==> config.mk <==
export PLATFORM = sky130hd
export DESIGN_NAME = seq_pattern_detector
export DESIGN_NICKNAME = d
export VERILOG_FILES = /design/src/rtl/seq_det_pkg.sv /design/src/rtl/pattern_window.sv /design/src/rtl/seq_pattern_detector.sv
export SDC_FILE = /design/constraint.sdc
export NUM_CORES = 1
export LEC_CHECK = 0
export ABC_AREA = 1
export CORE_UTILIZATION = 50
export CTS_CLUSTER_SIZE = 16
export DETAILED_ROUTE_END_ITERATION = 8
export PLACE_DENSITY = 0.74
export RECOVER_POWER = 25
export SLEW_MARGIN = 20
export SYNTH_ARGS = -nofsm -noshare
export SYNTH_HDL_FRONTEND = slang
export SYNTH_SLANG_ARGS = --single-unit
==> constraint.sdc <==
create_clock -name clk -period 2.9 [get_ports clk]
set_input_delay 0.725 -clock clk [delete_from_list [all_inputs] [get_ports clk]]
set_output_delay 0.725 -clock clk [all_outputs]
set_load 0.02 [all_outputs]
==> src/rtl/seq_det_pkg.sv <==
// Shared definitions for the programmable serial-pattern detector:
// FSM state encoding and the pattern-length clamp.
package seq_det_pkg;

  typedef enum logic [1:0] {
    DISABLED = 2'd0,
    FILLING  = 2'd1,
    ARMED    = 2'd2,
    HIT      = 2'd3
  } state_t;

  function automatic int clamp_len(input int len, input int max_len);
    return (len > max_len) ? max_len : len;
  endfunction

endpackage

==> src/rtl/pattern_window.sv <==
// Shift history of received bits plus fill level, and the length-masked
// compare of the post-shift window against the programmed pattern.
module pattern_window #(
  parameter int PAT_W = 8
) (
  input  logic                         clk,
  input  logic                         rst,
  input  logic                         shift,
  input  logic                         in_bit,
  input  logic                         clear_fill,
  input  logic                         clear_all,
  input  logic [$clog2(PAT_W+1)-1:0]   len,
  input  logic [PAT_W-1:0]             pat,
  output logic                         hit_now,
  output logic                         full
);

  localparam int LEN_W = $clog2(PAT_W + 1);

  logic [PAT_W-1:0] hist, hist_next, mask;
  logic [LEN_W-1:0] fill, fill_next;

  always_comb begin
    hist_next = hist;
    fill_next = fill;
    if (shift) begin
      hist_next = {hist[PAT_W-2:0], in_bit};
      if (fill != LEN_W'(PAT_W)) fill_next = fill + 1'b1;
    end
  end

  // Only the newest len bits take part in the compare.
  always_comb begin
    mask = '0;
    for (int i = 0; i < PAT_W; i++) begin
      if (i < int'(len)) mask[i] = 1'b1;
    end
  end

  assign full    = (fill_next >= len);
  assign hit_now = (len != '0) && full && (((hist_next ^ pat) & mask) == '0);

  always_ff @(posedge clk) begin
    if (rst || clear_all) begin
      hist <= '0;
      fill <= '0;
    end else if (shift) begin
      hist <= hist_next;
      fill <= clear_fill ? '0 : fill_next;
    end
  end

endmodule

==> src/rtl/seq_pattern_detector.sv <==
// Run-time programmable Moore pattern detector with overlap control,
// valid-qualified input and a saturating match counter.
module seq_pattern_detector
  import seq_det_pkg::*;
#(
  parameter int PAT_W = 8,
  parameter int CNT_W = 8
) (
  input  logic                         clk,
  input  logic                         rst,
  input  logic                         cfg_we,
  input  logic [PAT_W-1:0]             cfg_pat,
  input  logic [$clog2(PAT_W+1)-1:0]   cfg_len,
  input  logic                         cfg_ovl,
  input  logic                         in_valid,
  input  logic                         in_bit,
  output logic                         match,
  output logic [CNT_W-1:0]             match_count,
  output logic [1:0]                   state_dbg
);

  localparam int LEN_W = $clog2(PAT_W + 1);

  state_t           state, state_next;
  logic [PAT_W-1:0] pat;
  logic [LEN_W-1:0] len, cfg_len_c;
  logic             ovl;
  logic             shift, hit, hit_now, full, clear_fill;

  assign cfg_len_c  = LEN_W'(clamp_len(int'(cfg_len), PAT_W));
  // A config write takes priority over the data bit in the same cycle.
  assign shift      = in_valid && !cfg_we && (state != DISABLED);
  assign hit        = shift && hit_now;
  assign clear_fill = hit && !ovl;

  pattern_window #(.PAT_W(PAT_W)) u_window (
    .clk        (clk),
    .rst        (rst),
    .shift      (shift),
    .in_bit     (in_bit),
    .clear_fill (clear_fill),
    .clear_all  (cfg_we),
    .len        (len),
    .pat        (pat),
    .hit_now    (hit_now),
    .full       (full)
  );

  always_ff @(posedge clk) begin
    if (rst) begin
      pat <= '0;
      len <= '0;
      ovl <= 1'b0;
    end else if (cfg_we) begin
      pat <= cfg_pat;
      len <= cfg_len_c;
      ovl <= cfg_ovl;
    end
  end

  always_ff @(posedge clk) begin
    if (rst) state <= DISABLED;
    else     state <= state_next;
  end

  always_comb begin
    state_next = DISABLED;
    if (cfg_we) begin
      state_next = (cfg_len_c == '0) ? DISABLED : FILLING;
    end else begin
      case (state)
        DISABLED: state_next = DISABLED;
        FILLING:  state_next = hit ? HIT : ((shift && full) ? ARMED : FILLING);
        ARMED:    state_next = hit ? HIT : ARMED;
        // full reflects the post-shift fill, or the held fill when idle.
        HIT:      state_next = hit ? HIT : (full ? ARMED : FILLING);
        default:  state_next = DISABLED;
      endcase
    end
  end

  always_ff @(posedge clk) begin
    if (rst || cfg_we) begin
      match_count <= '0;
    end else if (hit && (match_count != {CNT_W{1'b1}})) begin
      match_count <= match_count + 1'b1;
    end
  end

  assign match     = (state == HIT);
  assign state_dbg = state;

endmodule

==> summary.txt <==
outcome - complete, no violations
Yosys warnings - 0
Core Region - 3799 um^2
Overall Power - 1.007 mW
Post-synth EDFFs - 0
fmax - 0.3900 GHz
routed vias/inst - 5.063
max-cap check violation count - 0
Reg area - 700.7 um^2
Final ANT Viol Nets - 0
initial antenna violation count - 0
min Tclk post-route - 2.564 ns
fin crit share - 88.41%
Area after DPL - 2437 um^2
Setup CP Type - in -> reg
CTS tree - built
via count - 1838
Final Skew - 0.003863 ns
die width - 66.02 um
ant diodes - 0
Worst Path Required - 3.10 ns
Yosys top cell by area - dfxtp_1
Final setup viols - 0
Seq/Total Area, Yosys - 34.19%
Mapped Area - 2049 um^2
Max rail drop VDD - 353.0 uV
I/O pin count - 29
total grt overflow - 0
area delta synth->final - 25.76%
Max-slew headroom - 61.45%
GRT Util Overall - 23.18%
Initial Util - 53.95%
hold buffer count at cts - 0
FP Rows - 22
element type at the critical path end - flip-flop
P per Cell Area - 390.8 nW/um^2
Hold Crit Class - reg -> reg
root buf cell - clkbuf_8
WP data arrival - 2.76 ns
post-synth cell types - 33
CP Max Fanout - 6
count leader, synth - nand2_1
Detailed Place HPWL - 3231 um
Port-buffer cells - 28
largest cells by area after synthesis - dfxtp_1, nand2_1, inv_1
Final Instance Count excl. Fillers - 363
number of global-route vias before repair - 1715
setup TNS - 0 ns
TritonCTS Buffers - 5
wire length per cell - 12.31 um
Fill cells - 345
Total Wirelength - 4469 um
Static Leak - 1.141 nW
clk sinks - 35
area of the multi-input gates - 1186 um^2
drt drc - 0
total nets after synthesis - 297
DIE AREA - 4359 um^2
placed cells - 355
largest net degree at the start of global routing - 17
Worst Tran Pin Value - 0.5776 ns
post-route cell area - 2577 um^2
worst skew pair latency - 0.30 ns
Async SR Flop Fraction - 0%
unrepaired setup endpoints after global routing - false
Clock transition at path regs - 0.06 ns
Final Max Tran Viols - 0
Avg Cell Area, Syn - 7.535 um^2
layout cells sized above 1 - 17.78%
global placement routability congestion - 0.8379
endpoints failing hold - 0
Seq cells post-synth - 35
Mapped Cells - 272
synth cell count leaders - nand2_1, inv_1, dfxtp_1
Chip Height - 66.02 um
H-tree depth - 2
1st-iter DRT viols - 109
Longest Clk Path Bufs - 2
critical path startpoint category - primary input
Yosys top cell area share - 34.19%
Final #Nets - 341
global-route wire length before repair - 7548 um
Initial DRT Pass Iterations - 4
top_reg_cell synth - dfxtp_1
## worst max-delay path: stages
cell and delay (ns):
dlymetal6s2s_1 0.11, inv_1 0.07, nor2_4 0.13, nand2_4 0.07, inv_4 0.07, o21ai_0 0.11
ha_1 0.33, inv_1 0.05, o21bai_1 0.17, nand3_1 0.15, nand3_2 0.11, nand2_4 0.08
nor2_8 0.15, nand4_1 0.22, nand3_1 0.16, inv_1 0.04
## metrics by stage
stage / hold slack [ns] / util, % / setup slack (ns)
final: 0.4737 / 67.85 / 0.3361
after global routing: 0.5118 / 67.85 / 0.1168
after CTS: 0.4753 / 66.27 / -0.004915
after detailed placement: 0.4649 / 64.16 / -0.3648
after global placement: 0.4647 / 64.16 / -0.3330
after floorplan: 0.4339 / - / 0.2110
## flip-flops by register name (all words and copies together), names as in the netlist
signal and cells:
u_window.hist 8, u_window.fill 4, len 4, ovl 1
state_dbg 2, match_count 8, pat 8
## power by group
part	total, mW	leakage [nW]	switching [mW]	internal [mW]
logic	0.174	0.818	0.0993	0.0744
registers	0.503	0.285	0.00821	0.495
clock network	0.330	0.0371	0.170	0.160
## metal layers
layer  vias up  track usage [%]  routed length, um
met3        12            5.345                251
li1        978                -                  -
met1       806            30.16               2187
met2        42            35.20               1910
met4         0            12.50                119
met5         -                0                  0
## cell families (layout without fill, tap and decap cells)
kind of cell	after synthesis	count (layout)	synth area share [%]
XOR/XNOR	8	8	3.419
buffers and inverters	49	91	10.50
adder cells (fa/ha/maj)	7	7	4.273
AND/OR/NAND/NOR	130	131	36.39
flip-flops	35	35	34.19
AO/OA/AOI/OAI	43	43	11.23
## what timing repair did
action                                  in CTS  in global routing
pin swaps                                    4                 11
resized for setup                            2                  9
buffers inserted                             0                  1
endpoints found under the setup margin      11                 13
cloned                                       0                  1
## path summary, 6_finish.rpt
check,from,end,slack [ns],cells past startpoint
min,pat[2],pat[2],0.47,2
min reg2reg,pat[2],pat[2],0.47,2
max reg2reg,state_dbg[0],u_window.fill[1],0.41,15
max,in_valid,u_window.fill[1],0.34,16
## cell type report
class | count | area share (%)
clock buffer | 6 | 2.816
timing repair buffer | 43 | 15.44
tap | 48 | 2.330
multi-input combinational | 189 | 46.02
sequential | 35 | 27.18
inverter | 42 | 6.214
## layout by cell type (no fill, tap or decap), drive strengths merged, types with 2 or more instances in the layout
cell,instances
nand4,5
inv,42
nand3,40
dfxtp,35
clkdlybuf4s50,25
xor2,6
clkbuf,6
buf,15
nand2,54
ha,7
o21ai,16
nand3b,7
nor2,20
dlymetal6s2s,2
xnor2,2
nor3,3
a21oi,22
Power figures use the tool's default switching activity.
